**src/rtl/shared_ram_port_arbiter_pkg.sv**
```systemverilog
// Shared definitions for the shared-RAM port arbiter: FSM state encoding
// and default bus widths.
package shared_ram_pkg;

    localparam int DEF_NUM_PORTS = 4;
    localparam int DEF_ADDR_W    = 8;
    localparam int DEF_DATA_W    = 8;

    typedef enum logic [1:0] {
        IDLE   = 2'd0,
        ACCESS = 2'd1,
        RESP   = 2'd2
    } state_t;

endpackage

```
**src/rtl/shared_ram_port_arbiter_if.sv**
```systemverilog
// Bundle of per-port request lines and shared response lines between the
// peripheral initiators (master) and the shared-RAM responder (slave).
interface shared_ram_port_arbiter_if
    import shared_ram_pkg::*;
#(
    parameter int NUM_PORTS = DEF_NUM_PORTS,
    parameter int ADDR_W    = DEF_ADDR_W,
    parameter int DATA_W    = DEF_DATA_W
) ();

    localparam int IDX_W = $clog2(NUM_PORTS);

    logic [NUM_PORTS-1:0]        req;
    logic [NUM_PORTS-1:0]        we;
    logic [NUM_PORTS*ADDR_W-1:0] addr;
    logic [NUM_PORTS*DATA_W-1:0] wdata;
    logic [NUM_PORTS-1:0]        ack;
    logic [DATA_W-1:0]           rdata;
    logic [IDX_W-1:0]            grant_id;
    logic                        busy;

    modport master (
        output req, we, addr, wdata,
        input  ack, rdata, grant_id, busy
    );

    modport slave (
        input  req, we, addr, wdata,
        output ack, rdata, grant_id, busy
    );

endinterface

```
**src/rtl/shared_ram_port_arbiter_rr_arbiter.sv**
```systemverilog
// Combinational round-robin arbiter: the search starts one past rr_ptr, so
// the port served last has the lowest priority on the next decision.
module rr_arbiter #(
    parameter int NUM_PORTS = 4,
    localparam int IDX_W = $clog2(NUM_PORTS)
) (
    input  logic [NUM_PORTS-1:0] req,
    input  logic [IDX_W-1:0]     rr_ptr,
    output logic [NUM_PORTS-1:0] grant,
    output logic [IDX_W-1:0]     winner,
    output logic                 any_req
);

    // Requests rotated so that bit 0 is the highest-priority port.
    logic [NUM_PORTS-1:0] rot_req;

    for (genvar gi = 0; gi < NUM_PORTS; gi++) begin : g_rot
        assign rot_req[gi] = req[IDX_W'((int'(rr_ptr) + 1 + gi) % NUM_PORTS)];
    end

    assign any_req = |req;

    // Priority-encode the rotated vector and map the offset back to a port.
    always_comb begin
        int   offset;
        logic found;
        offset = 0;
        found  = 1'b0;
        for (int k = 0; k < NUM_PORTS; k++) begin
            if (!found && rot_req[k]) begin
                offset = k;
                found  = 1'b1;
            end
        end
        winner = IDX_W'((int'(rr_ptr) + 1 + offset) % NUM_PORTS);
        grant  = '0;
        if (any_req) begin
            grant[winner] = 1'b1;
        end
    end

endmodule

```
**src/rtl/shared_ram_port_arbiter.sv**
```systemverilog
// Responder for the peripheral-to-shared-RAM protocol: arbitrates the
// request ports round-robin, serializes accesses on one single-port RAM and
// returns a one-cycle ack (plus read data) to the served port.
module shared_ram_port_arbiter
    import shared_ram_pkg::*;
#(
    parameter int NUM_PORTS = DEF_NUM_PORTS,
    parameter int ADDR_W    = DEF_ADDR_W,
    parameter int DATA_W    = DEF_DATA_W
) (
    input  logic                     clk,
    input  logic                     rst,
    shared_ram_port_arbiter_if.slave bus
);

    localparam int IDX_W = $clog2(NUM_PORTS);
    localparam int DEPTH = 2 ** ADDR_W;

    state_t state_reg, state_next;

    logic [IDX_W-1:0]  rr_ptr_reg;
    logic [IDX_W-1:0]  grant_id_reg;
    logic              lat_we_reg;
    logic [ADDR_W-1:0] lat_addr_reg;
    logic [DATA_W-1:0] lat_wdata_reg;
    logic [DATA_W-1:0] rdata_reg;

    // Contents are deliberately never reset; they survive rst.
    logic [DATA_W-1:0] mem [DEPTH];

    logic [NUM_PORTS-1:0] arb_grant;
    logic [IDX_W-1:0]     arb_winner;
    logic                 arb_any;

    logic              sel_we;
    logic [ADDR_W-1:0] sel_addr;
    logic [DATA_W-1:0] sel_wdata;
    logic              mem_we;

    rr_arbiter #(.NUM_PORTS(NUM_PORTS)) u_arb (
        .req     (bus.req),
        .rr_ptr  (rr_ptr_reg),
        .grant   (arb_grant),
        .winner  (arb_winner),
        .any_req (arb_any)
    );

    // One-hot AND-OR mux of the winning port's request fields.
    always_comb begin
        sel_we    = 1'b0;
        sel_addr  = '0;
        sel_wdata = '0;
        for (int i = 0; i < NUM_PORTS; i++) begin
            if (arb_grant[i]) begin
                sel_we    = bus.we[i];
                sel_addr  = bus.addr[i*ADDR_W +: ADDR_W];
                sel_wdata = bus.wdata[i*DATA_W +: DATA_W];
            end
        end
    end

    // Next-state logic: IDLE waits for any request, then a fixed
    // ACCESS -> RESP -> IDLE sequence.
    always_comb begin
        state_next = state_reg;
        case (state_reg)
            IDLE:    if (arb_any) state_next = ACCESS;
            ACCESS:  state_next = RESP;
            RESP:    state_next = IDLE;
            default: state_next = IDLE;
        endcase
    end

    // State register; rst abandons any transaction in flight at once.
    always_ff @(posedge clk or posedge rst) begin
        if (rst) begin
            state_reg <= IDLE;
        end else begin
            state_reg <= state_next;
        end
    end

    // Latch the winner at grant, so later request changes are ignored.
    always_ff @(posedge clk or posedge rst) begin
        if (rst) begin
            grant_id_reg  <= '0;
            lat_we_reg    <= 1'b0;
            lat_addr_reg  <= '0;
            lat_wdata_reg <= '0;
        end else if (state_reg == IDLE && arb_any) begin
            grant_id_reg  <= arb_winner;
            lat_we_reg    <= sel_we;
            lat_addr_reg  <= sel_addr;
            lat_wdata_reg <= sel_wdata;
        end
    end

    // Rotation pointer moves to the served port once its ack is issued.
    always_ff @(posedge clk or posedge rst) begin
        if (rst) begin
            rr_ptr_reg <= IDX_W'(NUM_PORTS - 1);
        end else if (state_reg == RESP) begin
            rr_ptr_reg <= grant_id_reg;
        end
    end

    // The !rst term keeps a write from landing if rst rises on the edge.
    assign mem_we = (state_reg == ACCESS) && lat_we_reg && !rst;

    // RAM write port.
    always_ff @(posedge clk) begin
        if (mem_we) begin
            mem[lat_addr_reg] <= lat_wdata_reg;
        end
    end

    // Registered read; holds the last read value through writes and idle.
    always_ff @(posedge clk or posedge rst) begin
        if (rst) begin
            rdata_reg <= '0;
        end else if (state_reg == ACCESS && !lat_we_reg) begin
            rdata_reg <= mem[lat_addr_reg];
        end
    end

    for (genvar gi = 0; gi < NUM_PORTS; gi++) begin : g_ack
        assign bus.ack[gi] = (state_reg == RESP) && (grant_id_reg == IDX_W'(gi));
    end

    assign bus.rdata    = rdata_reg;
    assign bus.grant_id = grant_id_reg;
    assign bus.busy     = (state_reg != IDLE);

endmodule

```
**src/flat_wrapper.sv**
```systemverilog
// flat-port wrapper written by rule: the top's interface ports become plain ports
module shared_ram_port_arbiter_flat import shared_ram_pkg::*;
#(
    parameter int NUM_PORTS = DEF_NUM_PORTS,
    parameter int ADDR_W    = DEF_ADDR_W,
    parameter int DATA_W    = DEF_DATA_W
)
  (clk, rst, bus_req, bus_we, bus_addr, bus_wdata, bus_ack, bus_rdata, bus_grant_id, bus_busy);
  shared_ram_port_arbiter_if #(.NUM_PORTS(NUM_PORTS), .ADDR_W(ADDR_W), .DATA_W(DATA_W)) bus_i ();
  input  logic clk;
  input  logic rst;
  input wire logic [$bits(bus_i.req)-1:0] bus_req;
  input wire logic [$bits(bus_i.we)-1:0] bus_we;
  input wire logic [$bits(bus_i.addr)-1:0] bus_addr;
  input wire logic [$bits(bus_i.wdata)-1:0] bus_wdata;
  output wire logic [$bits(bus_i.ack)-1:0] bus_ack;
  output wire logic [$bits(bus_i.rdata)-1:0] bus_rdata;
  output wire logic [$bits(bus_i.grant_id)-1:0] bus_grant_id;
  output wire logic [$bits(bus_i.busy)-1:0] bus_busy;
  assign bus_i.req = bus_req;
  assign bus_i.we = bus_we;
  assign bus_i.addr = bus_addr;
  assign bus_i.wdata = bus_wdata;
  assign bus_ack = bus_i.ack;
  assign bus_rdata = bus_i.rdata;
  assign bus_grant_id = bus_i.grant_id;
  assign bus_busy = bus_i.busy;
  shared_ram_port_arbiter #(.NUM_PORTS(NUM_PORTS), .ADDR_W(ADDR_W), .DATA_W(DATA_W)) u_core (.clk(clk), .rst(rst), .bus(bus_i));
endmodule
```
**config.mk**
```make
export PLATFORM = sky130hd
export DESIGN_NAME = shared_ram_port_arbiter_flat
export DESIGN_NICKNAME = d
export VERILOG_FILES = /design/src/rtl/shared_ram_port_arbiter_pkg.sv /design/src/rtl/shared_ram_port_arbiter_if.sv /design/src/rtl/shared_ram_port_arbiter_rr_arbiter.sv /design/src/rtl/shared_ram_port_arbiter.sv /design/src/flat_wrapper.sv
export SDC_FILE = /design/constraint.sdc
export NUM_CORES = 2
export LEC_CHECK = 0
export ABC_AREA = 1
export BUFFER_PORTS_ARGS = -buffer_cell sky130_fd_sc_hd__buf_2
export CORE_MARGIN = 2
export CORE_UTILIZATION = 42
export CTS_CLUSTER_DIAMETER = 40
export DETAILED_ROUTE_END_ITERATION = 10
export PLACE_DENSITY_LB_ADDON = 0.05
export SYNTH_ARGS = -nofsm -noshare
export SYNTH_HDL_FRONTEND = slang
export SYNTH_SLANG_ARGS = --single-unit
```
**constraint.sdc**
```tcl
create_clock -name clk -period 8.4 [get_ports clk]
set_input_delay 1.26 -clock clk [delete_from_list [all_inputs] [get_ports clk]]
set_output_delay 1.26 -clock clk [all_outputs]
set_load 0.05 [all_outputs]
```
==> flow_metrics.env <==
export IMPL_area_growth_pct=16.91
export IMPL_globalplace_congestion=0.8728
export IMPL_global_routing_usage_summed_across_all_routing_layers_pct=26.96
export IMPL_worstSetupStartpoint="u_core.lat_addr_reg[0]$_DFFE_PP0P_"
export IMPL_layoutNonFillerInstCount=11187
export IMPL_worstReg2RegStart="u_core.lat_addr_reg[0]$_DFFE_PP0P_"
export IMPL_synth_top_cell_area_share_pct=71.29
export IMPL_die_y_um=457.2
export IMPL_viasPerCell=5.314
export IMPL_clk_path_buf_depth=4
export IMPL_overflow=0
export IMPL_cp_data_required_time_ns=9.25
export IMPL_hold_slack_ns=0.4741
export IMPL_final_nets=8303
export IMPL_dpl_cell_area_sq_um=89240
export IMPL_synth_cells=8127
export IMPL_postRouteWirelength_um=284500
export IMPL_grt_start_max_net_pins=220
export IMPL_grt_first_pass_wirelength_um=412800
export IMPL_detail_route_iter0_violations=5725
export IMPL_finalSetupViolCount=0
export IMPL_period_share_pct=57.79
export IMPL_layout_setup_ws_ns=3.545
export IMPL_ant_nets=0
export IMPL_synth_largest_area_cell="sky130_fd_sc_hd__edfxtp_1"
export IMPL_synth_top_family_by_area="simple AND/OR/NAND/NOR gates"
export IMPL_port_buffer_count=88
export IMPL_dr_pass1_iterations=6
export IMPL_synth_area_in_simple_gates_pct=24.29
export IMPL_layout_cells_most_common="sky130_fd_sc_hd__nand2_1"
export IMPL_avgSynthCellArea_sq_um=10.62
export IMPL_compound_cell_area_share_of_the_yosys_netlist_pct=0.8702
export IMPL_ratio_of_cells_with_drive_above_1_in_the_final_layout_pct=9.347
export IMPL_tritoncts_sinks=2079
export IMPL_dr_total_vias=59450
export IMPL_postCtsResizedCells=0
export IMPL_first_global_vias=59852
export IMPL_dpl_worst_slack_ns=3.511
export IMPL_num_fill_cells=18682
export IMPL_cts_hold_buf=0
export IMPL_synth_seq_cells=2079
export IMPL_setup_worst_path_class="flop to flop"
export IMPL_latest_clock_arrival_within_the_worst_skew_pair_ns=0.96
export IMPL_tightest_pin_transition_ns=1.404
export IMPL_fp_dieW_um=457.2
export IMPL_crit_fanout=219
export IMPL_report_final_hold_viol_count=0
export IMPL_synth_seq_area_share_pct=72.19
export IMPL_cts_buffers_inserted=348
export IMPL_core_sq_um=204400
export IMPL_synth_distinct_cells=28
export IMPL_netlist_area_sq_um=86270
export IMPL_post_route_drc_count=0
export IMPL_post_cts_repair_setup_buffers=0
export IMPL_grt_antenna_before_repair=5
export IMPL_synth_xor_area_share_pct=0.01015
export IMPL_place_inst=10566
export IMPL_ys_warn_count=0
export IMPL_status="complete, no violations"
export IMPL_finalCriticalPeriod_ns=4.855
export IMPL_maximum_capacitance_violations=0
export IMPL_stdcell_area_sq_um=100900
export IMPL_cts_root_buf="sky130_fd_sc_hd__clkbuf_16"
export IMPL_fp_dieArea_sq_um=209100
export IMPL_tritoncts_clock_tree="done"
export IMPL_ioPinCount=89
export IMPL_ys_top_cells_by_area="sky130_fd_sc_hd__edfxtp_1 (71%), sky130_fd_sc_hd__nand2_1 (19%), sky130_fd_sc_hd__nor2_1 (2.3%)"
export IMPL_maxSlewHeadroom_pct=6.050
export IMPL_clk_skew_ns=0.06112
export IMPL_place_detailed_hpwl_um=160000
export IMPL_post_synth_mux_area_share_pct=0
export IMPL_power_density_nw_per_um2=395.6
export IMPL_initial_util_pct=42.21
export IMPL_layout_cells_most_common_list="sky130_fd_sc_hd__nand2_1 (4453), sky130_fd_sc_hd__edfxtp_1 (2048), sky130_fd_sc_hd__nor2_1 (516)"
export IMPL_ir_drop_mv=0.3100
export IMPL_cts_reportedPaths_clkPinSlew_ns=0.06
export IMPL_totalPowerFinal_mw=39.90
export IMPL_row_count=166
export IMPL_achievable_frequency_ghz=0.2060
export IMPL_hold_class="input pin to async pin"
export IMPL_report_final_slew_viol_count=0
export IMPL_utilization_pct=49.35
export IMPL_cells_along_the_critical_path="clkinv_16 > buf_12 > buf_4 > nand2_1 > a21oi_1 > o21ai_1 > nand2_1 > o21ai_0 > nand2_1 > nor2_1 > nand3_1 > nor2_1 > nor2_1"
export IMPL_final_setup_tns_ns=0
export IMPL_unrepaired_setup_endpoints_after_global_routing="false"
export IMPL_max_stage_delay_ns=0.85
export IMPL_timing_critical_path_arrival_ns=5.71
export IMPL_slowest_stage="sky130_fd_sc_hd__dfrtp_4"
export IMPL_worstSetupEndpointType="flop"
export IMPL_leakage_nw=39.62
export IMPL_htreeDepth=5
export IMPL_postSynthNetCount=8202
export IMPL_largest_register_ffs=2048
export IMPL_yosys_area_share_adder_pct=0.01450
export IMPL_largest_register="u_core.mem"
export IMPL_setup_worst_path_start_class="flop"
export IMPL_routed_wire_length_per_instance_um=25.43
power breakdown:
part	switching (mW)	leakage (nW)	internal, mW	total [mW]
Combinational	9.70	15.1	2.55	12.2
Clock	5.15	5.54	9.03	14.2
Sequential	0.554	18.9	12.9	13.5
path summary, 6_finish.rpt:
kind	to	depth (start not counted)	slack, ns
max	u_core.bus.rdata[1]$_DFFE_PP0P_	13	3.55
min	u_core.bus.rdata[1]$_DFFE_PP0P_	3	0.47
max reg2reg	u_core.bus.rdata[1]$_DFFE_PP0P_	13	3.55
min reg2reg	u_core.rr_ptr_reg[1]$_DFFE_PP1P_	2	0.55
max in group asynchronous	u_core.lat_addr_reg[0]$_DFFE_PP0P_	3	7.48
min in group clk	u_core.rr_ptr_reg[1]$_DFFE_PP1P_	2	0.55
cell families (layout without fill, tap and decap cells):
| group | after synthesis | in the layout |
|---|---|---|
| xor gates and xnor gates | 1 | 1 |
| buffers and inverters | 502 | 870 |
| adders and majority gates | 1 | 1 |
| and+or+nand+nor | 5402 | 5402 |
| DFF | 2079 | 2079 |
| AOI/OAI and AO/OA | 142 | 142 |
| other | 0 | 4 |
worst max-delay path: cells and delay by family (launching register included):
kind	cells	cell delay, ns
buf+inv	3	1.44
simple gates	7	0.89
compound gates	3	1.14
flops	1	0.85
cells in the mapped netlist:
master,n
sky130_fd_sc_hd__clkbuf_1,143
sky130_fd_sc_hd__nand2_2,3
sky130_fd_sc_hd__dfrtp_1,29
sky130_fd_sc_hd__nor2_4,4
sky130_fd_sc_hd__inv_6,1
sky130_fd_sc_hd__nor3_1,2
sky130_fd_sc_hd__nor3_2,4
sky130_fd_sc_hd__o21ai_1,30
sky130_fd_sc_hd__nor2_2,1
sky130_fd_sc_hd__or2_2,8
sky130_fd_sc_hd__nand2_1,4469
sky130_fd_sc_hd__nand3_1,310
sky130_fd_sc_hd__nor2_1,519
sky130_fd_sc_hd__dfstp_2,2
sky130_fd_sc_hd__nand4_1,82
sky130_fd_sc_hd__inv_1,67
sky130_fd_sc_hd__buf_2,237
sky130_fd_sc_hd__buf_6,7
sky130_fd_sc_hd__o21ai_0,68
sky130_fd_sc_hd__ha_1,1
sky130_fd_sc_hd__xor2_1,1
sky130_fd_sc_hd__edfxtp_1,2048
sky130_fd_sc_hd__a21oi_1,28
sky130_fd_sc_hd__o211ai_1,16
sky130_fd_sc_hd__buf_1,33
sky130_fd_sc_hd__inv_2,3
sky130_fd_sc_hd__buf_4,7
sky130_fd_sc_hd__clkinv_1,4
final cells by class:
cell class	count	area (sq um)	share of cell area, %
Tap cell	2688	3363	3.335
Inverter	75	320.3	0.3176
Clock buffer	380	8924	8.847
Multi-Input combinational cell	5546	21840	21.66
Clock inverter	237	2683	2.660
Antenna cell	4	10.01	0.009924
Timing Repair Buffer	178	1404	1.392
Sequential cell	2079	62310	61.78
metal layers:
| layer | routed length (um) | GRT usage (%) |
|---|---|---|
| met5 | 0 | 0 |
| met3 | 17340 | 4.078 |
| met1 | 124100 | 37.31 |
| met4 | 9893 | 9.613 |
| met2 | 133200 | 43.31 |
Power figures use the tool's default switching activity.
